[config.mk]
export PLATFORM = sky130hd
export DESIGN_NAME = fetch_unit
export DESIGN_NICKNAME = d
export VERILOG_FILES = /design/src/rtl/fetch_unit.sv
export SDC_FILE = /design/constraint.sdc
export NUM_CORES = 1
export LEC_CHECK = 0
export CORE_ASPECT_RATIO = 0.5
export CORE_UTILIZATION = 30
export CTS_CLUSTER_SIZE = 10
export DETAILED_ROUTE_END_ITERATION = 16
export HOLD_SLACK_MARGIN = 0.05
export PLACE_DENSITY = 0.63
export SYNTH_ARGS = -nofsm -noshare
export SYNTH_HDL_FRONTEND = slang
export SYNTH_SLANG_ARGS = --single-unit
[constraint.sdc]
create_clock -name clk -period 2.9 [get_ports clk]
set_clock_uncertainty 0.05 [all_clocks]
set_input_delay 0.87 -clock clk [delete_from_list [all_inputs] [get_ports clk]]
set_output_delay 0.87 -clock clk [all_outputs]
set_load 0.01 [all_outputs]
[src/rtl/fetch_unit.sv]
// CHIP-8 instruction fetch stage: owns the PC, assembles each big-endian 16-bit
// instruction from two byte reads and hands it to decode over valid/ready.
module fetch_unit #(
    parameter logic [11:0] RESET_PC  = 12'h200,
    parameter logic [11:0] LAST_ADDR = 12'hFFF
) (
    input  logic        clk,
    input  logic        rst,
    output logic        mem_req,
    output logic [11:0] mem_addr,
    input  logic [7:0]  mem_rdata,
    input  logic        mem_rvalid,
    input  logic        redirect_valid,
    input  logic [11:0] redirect_pc,
    input  logic        instr_ready,
    output logic        instr_valid,
    output logic [15:0] instruction,
    output logic [11:0] pc,
    output logic        fetch_trap
);

    typedef enum logic [2:0] {
        REQ_HI,
        WAIT_HI,
        REQ_LO,
        WAIT_LO,
        HOLD,
        TRAP
    } state_t;

    state_t      state;
    state_t      state_nxt;
    logic [11:0] pc_nxt;
    logic [15:0] instr_nxt;
    logic        valid_nxt;
    logic        discard;
    logic        discard_nxt;

    always_ff @(posedge clk or posedge rst) begin
        if (rst) begin
            state       <= REQ_HI;
            pc          <= RESET_PC;
            instruction <= 16'h0000;
            instr_valid <= 1'b0;
            discard     <= 1'b0;
        end else begin
            state       <= state_nxt;
            pc          <= pc_nxt;
            instruction <= instr_nxt;
            instr_valid <= valid_nxt;
            discard     <= discard_nxt;
        end
    end

    always_comb begin
        state_nxt   = state;
        pc_nxt      = pc;
        instr_nxt   = instruction;
        valid_nxt   = instr_valid;
        discard_nxt = discard;
        mem_req     = 1'b0;
        mem_addr    = pc;

        case (state)
            REQ_HI: begin
                if (pc == LAST_ADDR) begin
                    state_nxt = TRAP;
                end else begin
                    mem_req   = 1'b1;
                    state_nxt = WAIT_HI;
                end
            end
            WAIT_HI: begin
                if (mem_rvalid) begin
                    if (discard) begin
                        discard_nxt = 1'b0;
                        state_nxt   = REQ_HI;
                    end else begin
                        instr_nxt[15:8] = mem_rdata;
                        state_nxt       = REQ_LO;
                    end
                end
            end
            REQ_LO: begin
                mem_req   = 1'b1;
                mem_addr  = pc + 12'd1;
                state_nxt = WAIT_LO;
            end
            WAIT_LO: begin
                if (mem_rvalid) begin
                    if (discard) begin
                        discard_nxt = 1'b0;
                        state_nxt   = REQ_HI;
                    end else begin
                        instr_nxt[7:0] = mem_rdata;
                        valid_nxt      = 1'b1;
                        state_nxt      = HOLD;
                    end
                end
            end
            HOLD: begin
                if (instr_valid && instr_ready) begin
                    valid_nxt = 1'b0;
                    pc_nxt    = pc + 12'd2;
                    state_nxt = REQ_HI;
                end
            end
            TRAP: begin
                state_nxt = TRAP;
            end
            default: begin
                state_nxt = REQ_HI;
            end
        endcase

        // Redirect overrides everything above; an in-flight read must still drain
        // so that only one request is ever outstanding.
        if (redirect_valid && (state != TRAP)) begin
            pc_nxt    = redirect_pc;
            valid_nxt = 1'b0;
            instr_nxt = instruction;
            if ((state == WAIT_HI) || (state == WAIT_LO)) begin
                if (mem_rvalid) begin
                    discard_nxt = 1'b0;
                    state_nxt   = REQ_HI;
                end else begin
                    discard_nxt = 1'b1;
                    state_nxt   = state;
                end
            end else begin
                state_nxt = REQ_HI;
            end
        end

        // The reset state is REQ_HI, so gate the pulse while reset is held.
        if (rst) begin
            mem_req = 1'b0;
        end
    end

    assign fetch_trap = (state == TRAP);

endmodule

Word level (Yosys, flattened, before mapping)
Cells that the tools add are included.

storage, ports and cells
  logic and storage cells = 62
  register bits = 33
  input bits = 25
  output and inout bits = 43

cells by class
  add/subtract/negate cells = 2
  equality and inequality tests = 12
  reduce and logical (&&, ||, !) cells = 13
  bitwise operators = 2
  multiplexer cells = 27

operator list
  cell                                                              count
  12-bit 2-to-1 mux                                                 4
  3-bit 2-to-1 mux                                                  8
  3-bit != test (second input constant)                             6
  3-bit one-hot mux with 6 select lines                             1
  4-bit AND reduction                                               4
  12-bit by 1-bit adder with 12-bit output (second input constant)  1
  12-bit by 2-bit adder with 12-bit output (second input constant)  1
  12-bit == test (second input constant)                            1
  1-bit 2-to-1 mux                                                  11
  3-bit by 2-bit == test with 1-bit output (second input constant)  2
  3-bit == test (second input constant)                             2
  1-bit one-hot mux with 2 select lines                             2
  2-bit nonzero test                                                2
  3-bit by 1-bit == test with 1-bit output (second input constant)  1
  3-bit zero test                                                   1
  3-bit nonzero test                                                1
  1-bit logical AND                                                 2
  2-bit 2-to-1 mux                                                  1
  1-bit inverter                                                    2
  2-bit AND reduction                                               1
  2-bit OR reduction                                                1
  1-bit logical OR                                                  1

Logic depth before layout (Yosys ltp)
Gate-level depths: netlist of the first run.

  word-level depth = 5
  depth in mapped cells = 5

Least setup slack after synthesis of the first run
No wires, ideal clock.

  path type = register to output
  start point = register pc[1]
  end point = output port mem_addr[11]
  arrival = 1.557 ns
  stages on the path, launching flop included = 6
  path slack = 0.423 ns
  data required time = 1.980 ns
  path through = dfrtp_1 -> ha_1 -> nand4_2 -> or2_1 -> nor3_2 -> xor2_1

on the way
  cells in the longest elaborated chain, start to end = 2

ends and longest elaborated chain
  item                                      RTL line  text
  start, declared                           18        output logic [11:0] pc,
  start signal, assigned                    48        pc <= pc_nxt;
  12-bit by 1-bit adder with 12-bit output  86        mem_addr = pc + 12'd1;
  12-bit 2-to-1 mux                         64        case (state)
  end, declared                             10        output logic [11:0] mem_addr,

No other way between the ends.

Worst setup path after layout of the first run
  start point = register state[0]
  end point = output port mem_addr[2]

on the way
  cells in the longest elaborated chain, start to end = 2

ends and longest elaborated chain
  item                                      RTL line  text
  start, declared                           31        state_t state;
  start signal, assigned                    47        state <= state_nxt;
  3-bit by 2-bit == test with 1-bit output  64
  12-bit 2-to-1 mux                         64

No other way between the ends.

==> results of run 1 <==
## stage by stage
stage	worst slack, ns	setup TNS, ns	std cells	utilization, %	total power [mW]
global placement	-0.128	-0.128	328	47.3	1.64
global route	0.00471	0	337	50.6	2.40
finish	0.0799	0	337	50.6	2.27
detailed placement	-0.160	-0.160	328	47.3	1.66
floorplan	0.423	0	177	-	1.15
CTS	0.00193	0	336	50.2	2.28
## area by class of cell
| cell class | count | area, sq um | area share [%] |
|---|---|---|---|
| sequential | 33 | 827 | 28.6 |
| multi-input combinational | 134 | 976 | 33.8 |
| clock buffer | 5 | 125 | 4.33 |
| timing repair buffer | 84 | 805 | 27.8 |
| tap | 73 | 91.3 | 3.16 |
| inverter | 5 | 18.8 | 0.650 |
| clock inverter | 3 | 46.3 | 1.60 |
## worst reg2reg max path, cell delays in order (launching register included)
cell and delay [ns]:
dfrtp_1 0.39, buf_4 0.18, nand3b_1 0.24, and2_1 0.28, buf_4 0.20, a22oi_1 0.17, nand3_1 0.10
## synth_stat cells (3+ instances only)
master	number	share of area, %
o211ai_1	4	1.6
nor3_1	3	0.81
nor2_1	10	2.0
nand3_1	10	2.7
dfrtp_1	32	43
o311ai_0	4	1.9
nand2_2	3	1.0
inv_1	5	1.0
nand2_1	17	3.5
xnor2_1	7	3.3
a21oi_1	4	1.1
xor2_1	7	3.3
o21ai_0	5	1.4
mux2_2	17	10
nor2b_1	5	1.7
## sequential cells by signal (all words and copies together), names as in the netlist, named ones only
name and flops:
instruction 16, pc 12, state 3, instr_valid 1
## placed cells by master, fill, tap and decap left out, types with 3 or more instances in the layout
master,instances
clkdlybuf4s50_1,56
dfrtp_1,32
mux2_2,17
nand2_1,17
buf_4,16
nor2_1,10
nand3_1,10
xnor2_1,7
xor2_1,7
dlygate4sd2_1,6
nor2b_1,5
o21ai_0,5
inv_1,5
clkbuf_16,5
a21oi_1,4
o211ai_1,4
o311ai_0,4
dlymetal6s2s_1,4
nand2_2,3
nor3_1,3
## repair_timing
| item | 4_1_cts | 5_1_grt |
|---|---|---|
| hold buffers | 0 | 0 |
| pin swaps | 0 | 1 |
| endpoints found under the setup margin | 7 | 6 |
| gates resized for setup | 7 | 7 |
| setup buffers | 0 | 1 |
## cells by family after synthesis
family          count (synthesis)
compound gates                 25
mux                            18
fa+ha+maj                       2
flops                          33
buf+inv                        10
simple gates                   75
xor+xnor                       14
## routing by layer
metal	global-route usage, %	part of all wire [%]	up-vias	wire (um)
met1	22.2	44	810	2260
met5	0	0	-	0
met2	28.8	48	52	2450
met4	5.08	1.0	0	51
met3	5.63	7.1	6	362
li1	-	-	812	-
## power groups by stage
| stage | registers, mW | clock network (mW) | logic, mW |
|---|---|---|---|
| 2_1_floorplan | 0.790 | 0 | 0.359 |
| 3_3_place_gp | 0.723 | 0 | 0.913 |
| 3_5_place_dp | 0.735 | 0 | 0.926 |
| 4_1_cts | 0.727 | 0.626 | 0.925 |
| 5_1_grt | 0.750 | 0.650 | 1.00 |
| 6_report | 0.727 | 0.615 | 0.924 |
## path summary, 6_finish.rpt
| path | startpoint | to | slack (ns) |
|---|---|---|---|
| max | state[0] | mem_addr[2] | 0.08 |
| min | instruction[3] | instruction[3] | 0.46 |
| max reg2reg | state[1] | pc[10] | 1.18 |
| min reg2reg | instruction[3] | instruction[3] | 0.46 |
| max in group asynchronous | rst | pc[9] | 1.50 |
| min in group asynchronous | rst | pc[8] | 0.97 |
==> out/results.ini, run 1 <==
[yosys]
ys_seq_area_share_pct=44.8
ys.flop_type=dfrtp_1
muxShareOfSynthArea_pct=11.0
synth_fa_ha_area_share_pct=1.35
ys_seq_elements=33
synth_edf_count=0
async_reset_ff_share_pct=100
synth_top_family_by_area=simple AND/OR/NAND/NOR gates
synthCells=177
yosys_warnings=0
synth_xor_area_share_pct=6.64
ys_types=48
avgSynthCellArea_sq_um=10.4
synth_fp_nets=204
synth_compound_gate_area_share_pct=9.00
synth-simple-area-share_pct=24.7
syn_area_sq_um=1850

[setup_path]
slowest_delay_ns=0.55
rr_worst_depth=6
cp_max_fo=5
start_kind=flip-flop
cp_cell_sequence=nor3b_4, buf_6, nand2_1, xnor2_1, clkdlybuf4s50_1
path_buf_inv=2
critical_path_required_ns=1.98
cp-end-kind=output pin
worst-path-stages=5
crit_slowest_cell=clkdlybuf4s50_1
critPathTopFamily=buffers and inverters
worstSetupPathType=flip-flop to output pin
crit_arrival_ns=1.90

[global_routing]
grt_pass1_wl_um=8710
grt_pass1_vias=1773
grt_max_degree=34
grt_overflow=0
globalRouteTotalUtil_pct=17.5
grt_antenna_before_repair=0

[routing]
wl_um=5120
drt_iter0_markers=64
ant_nets=0
num_vias=1680
wl_per_cell_um=15.2
dr.pass1.iters=4
via_per_inst=4.99
drc=0

[power]
p_switching_mw=0.696
vdd_ir_drop_max_mv=0.424
swShare_pct=30.7
p_leak_nw=1.23
internal_power_mw=1.57
p_per_area_nw_per_um2=784
seqPwrFrac_pct=32.1
pwr-share-comb_pct=40.8
p_clk_share_pct=27.1

[clock_tree]
clockBufferDepth=2
cts_sinks=33
cts_tree=built
cts_root_buf=clkbuf_16
cts_buffers=5
path_clk_slew_ns=0.06
clk_latency_ns=0.28
htree_levels=2

[sta]
hold_viol=0
maxSlewHeadroom_pct=71.5
setup_viol=0
holdWs_ns=0.457
post-route-min-period_ns=2.82
slew_viol_final=0
finalCritPeriodShare_pct=97.2
max_freq_mhz=355
grt_setup_unrepaired=false
tightest_slew_ns=0.428

[die]
pin_count=68
die_h_um=57.5
die-area_sq_um=6500
row_count=19
core_region_area_sq_um=5710
start_util_pct=32.4
die_x_um=113

[final_layout]
fillers=523
stdcell_area_sq_um=2890
layout-drive-gt1-share_pct=21.2
nets=290
antenna_cells=0
syn_to_final_growth_pct=56.3

[outcome]
status=finished clean

[placed_design]
io_buffers=67
dpl_cell_area_sq_um=2700
dpl.hpwl_um=3780
place_congestion=0.784

[run]
maxCapViolCount=0

[min_path]
hold_depth=1
hold_class=flip-flop to flip-flop

Power figures use the tool's default switching activity.
==> run 2, diff against run 1 <==
==> constraint.sdc (replaced) <==
create_clock -name clk -period 2.9 [get_ports clk]
set_clock_uncertainty 0.05 [all_clocks]
set_input_delay 0.29 -clock clk [delete_from_list [all_inputs] [get_ports clk]]
set_output_delay 0.29 -clock clk [all_outputs]
set_load 0.01 [all_outputs]
==> run 2 against run 1 <==
Compared with the run above:
- die area stayed put
- combinational power is 8.5% lower
- sequential cell count stayed put
- critical endpoint is now mem_addr[11]
==> out/results.ini, run 2 (synthesis gave the netlist of run 1 again) <==
[setup_path]
cp_max_fo=7
start_kind=flip-flop
cp_cell_sequence=ha_1, nand4_2, or2_1, nor3_2, xor2_1, clkdlybuf4s50_1
reg2reg_to=pc[9]
rr_worst_depth=4
r2r_slack_ns=1.11
slowest_delay_ns=0.55
crit_arrival_ns=2.38
critPathTopFamily=simple AND/OR/NAND/NOR gates
r2r_start=state[2]
cp-end-kind=output pin
critical_path_required_ns=2.56
worstSetupPathType=flip-flop to output pin
crit_slowest_cell=clkdlybuf4s50_1
path_buf_inv=1

[die]
die-area_sq_um=6500
die_h_um=57.5
pin_count=68
row_count=19
start_util_pct=32.4
die_x_um=113
core_region_area_sq_um=5710

[power]
vdd_ir_drop_max_mv=0.423
p_leak_nw=1.11
p_per_area_nw_per_um2=799

[routing]
drt_iter0_markers=121
ant_nets=0
dr.pass1.iters=4
wl_um=4850
wl_per_cell_um=15.0
via_per_inst=5.08
num_vias=1640
drc=0

[final_layout]
layout_common_cells=clkdlybuf4s50_1 (67), dfrtp_1 (32), mux2_2 (17), nand2_1 (17)
syn_to_final_growth_pct=50.2
largest_reg_flops=16
regMostFlops=instruction
nets=276
reg_top3=instruction x16, pc x12, state x3
layout-drive-gt1-share_pct=16.4
antenna_cells=0
layout_commonest_cell=clkdlybuf4s50_1
stdcell_area_sq_um=2780
fin_util_pct=48.6

[global_routing]
grt_overflow=0
grt_pass1_vias=1611
globalRouteTotalUtil_pct=16.1
grt_max_degree=20
grt_pass1_wl_um=7870
grt_antenna_before_repair=0

[sta]
finalCritPeriodShare_pct=93.9
grt_setup_unrepaired=false
max_freq_mhz=367
maxSlewHeadroom_pct=59.6
hold_viol=0
finalSetupTns_ns=0
slew_viol_final=0
setup_viol=0
tightest_slew_ns=0.605
post-route-min-period_ns=2.72

[clock_tree]
cts_tree=built
cts_buffers=5
path_clk_slew_ns=0.06
cts_resized=0
clk_latency_ns=0.28
clockBufferDepth=2
cts_root_buf=clkbuf_16
post_cts_buffers=0
cts_sinks=33
htree_levels=2
hold_buffers=0

[placed_design]
dpl.hpwl_um=3600
dpl_cell_area_sq_um=2600
io_buffers=67
place_congestion=0.807

[outcome]
status=finished clean

[run]
maxCapViolCount=0

[min_path]
hold_class=input port to asynchronous set/reset pin

## run 2: cell types whose count changed in the layout (fill, tap and decap cells not counted), sizes merged
cell           previous run  this run
buf                      17         3
clkdlybuf4s15             1         0
dlygate4sd2               6         0
clkdlybuf4s50            56        67
dlymetal6s2s              4         0
## run 2: worst reg2reg max path: cells and delay by family (launching register included)
family / cells / cell delay (ns)
AO/OA/AOI/OAI: 1 / 0.34
flip-flops: 1 / 0.61
buffers and inverters: 1 / 0.21
AND/OR/NAND/NOR: 2 / 0.51
## run 2: through the flow
step                cells  hold WS (ns)  total power [mW]  setup WS [ns]
floorplan             177         0.326              1.15           1.00
global placement      315         0.429              1.59          0.518
detailed placement    315         0.444              1.61          0.487
CTS                   323         0.398              2.24          0.177
global route          323         0.414              2.34         0.0388
finish                323         0.364              2.22          0.178
## run 2: worst max-delay path by stage
stage / startpoint / endpoint / slack (ns) / depth (start not counted)
final: pc[1] / mem_addr[11] / 0.18 / 6
after global routing: pc[1] / mem_addr[11] / 0.04 / 6
after floorplan: pc[1] / mem_addr[11] / 1.00 / 5
after CTS: pc[1] / mem_addr[11] / 0.18 / 6
after global placement: pc[1] / mem_addr[11] / 0.52 / 6
after detailed placement: pc[1] / mem_addr[11] / 0.49 / 6
## run 2: metal layers
layer	vias up	GRT usage, %	share of wire [%]
li1	781	-	-
met1	807	20.5	45
met2	47	25.8	48
met3	5	5.53	5.9
met4	0	5.64	1.0
met5	-	0	0
## run 2: where the power goes
| part | switching [mW] | internal [mW] |
|---|---|---|
| combinational | 0.332 | 0.512 |
| clock | 0.208 | 0.406 |
| sequential | 0.140 | 0.618 |
| total | 0.680 | 1.54 |
## run 2: area by class of cell
type | count | area, sq um
Timing Repair Buffer | 70 | 693
Sequential cell | 33 | 827
Clock inverter | 3 | 46.3
Inverter | 5 | 18.8
Fill cell | 525 | 2930
Multi-Input combinational cell | 134 | 973
Clock buffer | 5 | 125
Tap cell | 73 | 91.3
